$ cat src/rtl/mem_arbiter.sv
// mem_arbiter: two-requester arbiter and sequencer for a single-port synchronous memory.
// Ports: clk/rst_n (sync active-low); APB slave (psel, penable, pwrite, paddr, pwdata,
//   prdata, pready, pslverr); B req/ack port (b_req, b_we, b_addr, b_wdata, b_ack,
//   b_rdata, b_err); memory side (mem_ce, mem_rden, mem_wren, mem_addr, mem_wr_data,
//   mem_rd_data).
module mem_arbiter #(
    parameter int ADDR_W   = 8,
    parameter int DEPTH    = 256,
    parameter int ARB_MODE = 0
) (
    input  logic              clk,
    input  logic              rst_n,
    input  logic              psel,
    input  logic              penable,
    input  logic              pwrite,
    input  logic [ADDR_W-1:0] paddr,
    input  logic [7:0]        pwdata,
    output logic [7:0]        prdata,
    output logic              pready,
    output logic              pslverr,
    input  logic              b_req,
    input  logic              b_we,
    input  logic [ADDR_W-1:0] b_addr,
    input  logic [7:0]        b_wdata,
    output logic              b_ack,
    output logic [7:0]        b_rdata,
    output logic              b_err,
    output logic              mem_ce,
    output logic              mem_rden,
    output logic              mem_wren,
    output logic [ADDR_W-1:0] mem_addr,
    output logic [7:0]        mem_wr_data,
    input  logic [7:0]        mem_rd_data
);

    typedef enum logic [1:0] {
        IDLE   = 2'd0,
        ACCESS = 2'd1,
        RESP   = 2'd2
    } state_t;

    localparam logic GRANT_A = 1'b0;
    localparam logic GRANT_B = 1'b1;

    state_t state, state_n;
    logic grant, grant_n;
    logic last_grant, last_grant_n;
    logic err, err_n;
    logic rd, rd_n;
    logic ce_n, rden_n, wren_n;
    logic [ADDR_W-1:0] addr_n;
    logic [7:0] wdata_n;
    logic pready_n, pslverr_n;
    logic b_ack_n, b_err_n;

    logic a_pend, b_pend, b_wins;
    logic req_we, in_range;
    logic [ADDR_W-1:0] req_addr;
    logic [7:0] req_wdata;
    logic rd_ok;

    assign a_pend = psel & penable & (state == IDLE);
    assign b_pend = b_req & (state == IDLE);

    // B only beats A in round-robin mode when A was served last.
    always_comb begin
        b_wins = 1'b0;
        if (ARB_MODE == 1) begin
            b_wins = b_pend & ~a_pend;
        end else begin
            b_wins = b_pend & (~a_pend | (last_grant == GRANT_A));
        end
    end

    assign req_we    = b_wins ? b_we    : pwrite;
    assign req_addr  = b_wins ? b_addr  : paddr;
    assign req_wdata = b_wins ? b_wdata : pwdata;
    assign in_range  = (32'(req_addr) < DEPTH);

    always_comb begin
        state_n      = state;
        grant_n      = grant;
        last_grant_n = last_grant;
        err_n        = err;
        rd_n         = rd;
        ce_n         = 1'b0;
        rden_n       = 1'b0;
        wren_n       = 1'b0;
        addr_n       = mem_addr;
        wdata_n      = mem_wr_data;
        pready_n     = 1'b0;
        pslverr_n    = 1'b0;
        b_ack_n      = 1'b0;
        b_err_n      = 1'b0;
        unique case (state)
            IDLE: begin
                if (a_pend | b_pend) begin
                    grant_n      = b_wins;
                    last_grant_n = b_wins;
                    err_n        = ~in_range;
                    rd_n         = ~req_we;
                    state_n      = ACCESS;
                    // Out-of-range requests never touch the memory.
                    if (in_range) begin
                        addr_n  = req_addr;
                        wdata_n = req_wdata;
                        ce_n    = 1'b1;
                        rden_n  = ~req_we;
                        wren_n  = req_we;
                    end
                end
            end
            ACCESS: begin
                state_n   = RESP;
                pready_n  = (grant == GRANT_A);
                pslverr_n = (grant == GRANT_A) & err;
                b_ack_n   = (grant == GRANT_B);
                b_err_n   = (grant == GRANT_B) & err;
            end
            RESP: begin
                state_n = IDLE;
            end
            default: begin
                state_n = IDLE;
            end
        endcase
    end

    always_ff @(posedge clk) begin
        if (!rst_n) begin
            state       <= IDLE;
            grant       <= GRANT_A;
            last_grant  <= GRANT_B;
            err         <= 1'b0;
            rd          <= 1'b0;
            mem_ce      <= 1'b0;
            mem_rden    <= 1'b0;
            mem_wren    <= 1'b0;
            mem_addr    <= '0;
            mem_wr_data <= '0;
            pready      <= 1'b0;
            pslverr     <= 1'b0;
            b_ack       <= 1'b0;
            b_err       <= 1'b0;
        end else begin
            state       <= state_n;
            grant       <= grant_n;
            last_grant  <= last_grant_n;
            err         <= err_n;
            rd          <= rd_n;
            mem_ce      <= ce_n;
            mem_rden    <= rden_n;
            mem_wren    <= wren_n;
            mem_addr    <= addr_n;
            mem_wr_data <= wdata_n;
            pready      <= pready_n;
            pslverr     <= pslverr_n;
            b_ack       <= b_ack_n;
            b_err       <= b_err_n;
        end
    end

    // Memory read data lands during RESP; pass it through only for a good read.
    assign rd_ok   = (state == RESP) & ~err & rd;
    assign prdata  = (rd_ok && grant == GRANT_A) ? mem_rd_data : 8'h00;
    assign b_rdata = (rd_ok && grant == GRANT_B) ? mem_rd_data : 8'h00;

endmodule

$ cat config.mk
export PLATFORM = sky130hd
export DESIGN_NAME = mem_arbiter
export DESIGN_NICKNAME = d
export VERILOG_FILES = /design/src/rtl/mem_arbiter.sv
export SDC_FILE = /design/constraint.sdc
export NUM_CORES = 1
export LEC_CHECK = 0
export CORE_AREA = 5 5 68 70
export DETAILED_ROUTE_END_ITERATION = 10
export DIE_AREA = 0 0 73 75
export PLACE_DENSITY_LB_ADDON = 0.1
export SETUP_SLACK_MARGIN = 0.05
export SLEW_MARGIN = 20
export SYNTH_ARGS = -nofsm -noshare
export SYNTH_HDL_FRONTEND = slang
export SYNTH_SLANG_ARGS = --single-unit
$ cat constraint.sdc
create_clock -name clk -period 1.91 [get_ports clk]
set_input_delay 0.2865 -clock clk [delete_from_list [all_inputs] [get_ports clk]]
set_output_delay 0.2865 -clock clk [all_outputs]
set_load 0.01 [all_outputs]
==> flow_summary.toml <==
[outcome]
outcome = "finished, final reports clean"

[sta]
finClkSkew_ns = 0.00985
period_share_pct = 93.0
rsz0062_at_grt = "no"
hold_violations = 0
layout_min_cycle_time_ns = 1.78
relSlewSlack_pct = 57.6
tightest_slew_ns = 0.636
max_freq_mhz = 563
finalSetupTns_ns = 0
drv_slew = 0
setup_viol = 0

[worst_setup_path]
crit_fanout = 7
worst-setup-path-type = "flop to output pin"
crit_path_start_kind = "flop"
arrival_ns = 1.49
cp_data_required_time_ns = 1.62
worst_setup_path_end_kind = "output pin"

[clock_tree]
cts.clk_slew.worst_paths_ns = 0.10
cts_tree = "done"
numClockSinks = 26
insertion_delay_ns = 0.28
cts_max_level = 1
cts-buffers-inserted = 3
clockRootBuffer = "clkbuf_8"
clock_path_buffers = 2

[floorplan]
core_um2 = 3910
die_h_um = 75
dieWidth_um = 73
ioPinCount = 86
rows = 23
initial_core_util_pct = 35.5
dieArea_um2 = 5480

[detailed_routing]
wl_per_cell_um = 16.5
dr.pass1.iters = 4
dr_total_vias = 1576
first_iter_violations = 72
vias_per_cell = 5.36
drt_wl_total_um = 4860
drc = 0
antenna_left = 0

[synth]
yosys_warnings = 0
netlist_instances = 154
synth_cell_types = 32
yosysTopAreaCell = "dfxtp_1"
synth_area_leaders = "dfxtp_1 (37%), o2111ai_1 (8.8%), o211ai_1 (8.6%)"
synth-seq-cells = 26
yosysSeqAreaShare_pct = 37.4
syn_avg_cell_area_um2 = 9.03
netlist.area_leader.share_pct = 37.4
syn_area_um2 = 1390

[pwr]
power_density_nw_per_um2 = 632
ir_drop_mv = 0.349
power_leakage_uw = 0.00100
design_power_total_uw = 1510

[hold_path]
min_path_type = "flop to flop"

[layout]
final_cell_mix = "clkdlybuf4s50_1 (67), dfxtp_1 (22), inv_1 (19), and2_1 (17), buf_4 (17)"
syn2layout_area_growth_pct = 71.5
nets = 292
fillers = 351
antenna_cells = 0
mostFrequentLayoutCell = "clkdlybuf4s50_1"
drive_gt1_share_pct = 14.8

[run]
drv_cap = 0

[grt]
overflow = 0
groute.usage.overall_pct = 17.2
grt_pass1_vias = 1534
grt_pass1_wl_um = 7340
antenna_found_initial = 0
grt_max_degree = 20

[placed_design]
routabilityCongestion = 0.821
post-dp-hpwl_um = 3670
place.port_buffers = 83
[kinds of logic after synthesis]
family | Yosys count | share of synthesized area [%]
other cells | 1 | 0.270
buf+inv | 35 | 12.4
simple gates | 35 | 15.9
compound gates | 57 | 34.0
flops | 26 | 37.4
[registers in the layout (all words and copies together) (netlist names)]
register and flops:
state 2, b_ack 1, mem_addr 8, mem_wr_data 8
mem_wren 1, grant 1, mem_ce 1, last_grant 1
rd 1, pready 1, mem_rden 1
[Yosys cell counts, drive strengths merged]
library cell	count
a21oi	4
inv	19
a32o	1
conb	1
clkbuf	4
and3	2
dfxtp	26
nand3	3
buf	12
and2	17
nand4	1
o2111ai	16
or2	1
or3b	1
nor3b	2
nand2	4
nor3	2
a21o	1
o21ai	3
o211ai	16
nor2	2
o311ai	16
[path summary, 6_finish.rpt]
path,startpoint,to,slack (ns),cells past startpoint
worst max-delay path,state[0],prdata[0],0.13,5
worst min-delay path,grant,pready,0.47,1
worst min register to register,grant,pready,0.47,1
worst max register to register,state[1],rd,0.36,5
[per-layer routing]
layer | global-route usage, % | vias to the layer above | wire, µm
li1 | - | 760 | -
met1 | 21.3 | 724 | 1940
met2 | 30.5 | 87 | 2410
met3 | 3.34 | 5 | 482
met4 | 4.51 | 0 | 38
met5 | 0 | - | 0
[worst max-delay path, stage by stage (launching register included)]
cell,delay [ns]
dfxtp_2,0.38
nor3_1,0.19
buf_4,0.14
buf_4,0.12
and2_1,0.12
dlygate4sd2_1,0.27
[through the flow]
stage	instances	utilization, %	instance area, µm²	hold slack [ns]	setup slack [ns]
detailed placement	286	58.9	2300	0.476	0.0246
floorplan	155	-	1400	0.442	0.495
global route	294	61.0	2390	0.485	0.0537
finish	294	61.0	2390	0.474	0.134
global placement	286	58.9	2300	0.467	0.0751
CTS	293	61.1	2390	0.463	0.0702
[power breakdown]
group / internal, µW / leakage, µW / total (µW) / switching [µW]
combinational: 227 / 0.000753 / 415 / 188
sequential: 594 / 0.000215 / 623 / 28.9
clock: 281 / 0.0000357 / 469 / 188
[what timing repair did]
item / CTS / global route
setup buffers: 3 / 1
hold buffers: 0 / 0
endpoints found under the hold margin: 0 / 0
setup endpoints to repair: 16 / 10
resized for setup: 23 / 7
[area by class of cell]
| cell class | count | area, µm² | area share (%) |
|---|---|---|---|
| Multi-Input combinational cell | 94 | 707 | 29.6 |
| Inverter | 19 | 71.3 | 2.99 |
| Clock buffer | 3 | 41.3 | 1.73 |
| Timing Repair Buffer | 101 | 948 | 39.7 |
| Sequential cell | 26 | 526 | 22.0 |
| Tap cell | 50 | 62.6 | 2.62 |
| Clock inverter | 1 | 30.0 | 1.26 |
No activity file was read; power rests on OpenSTA's default activity.
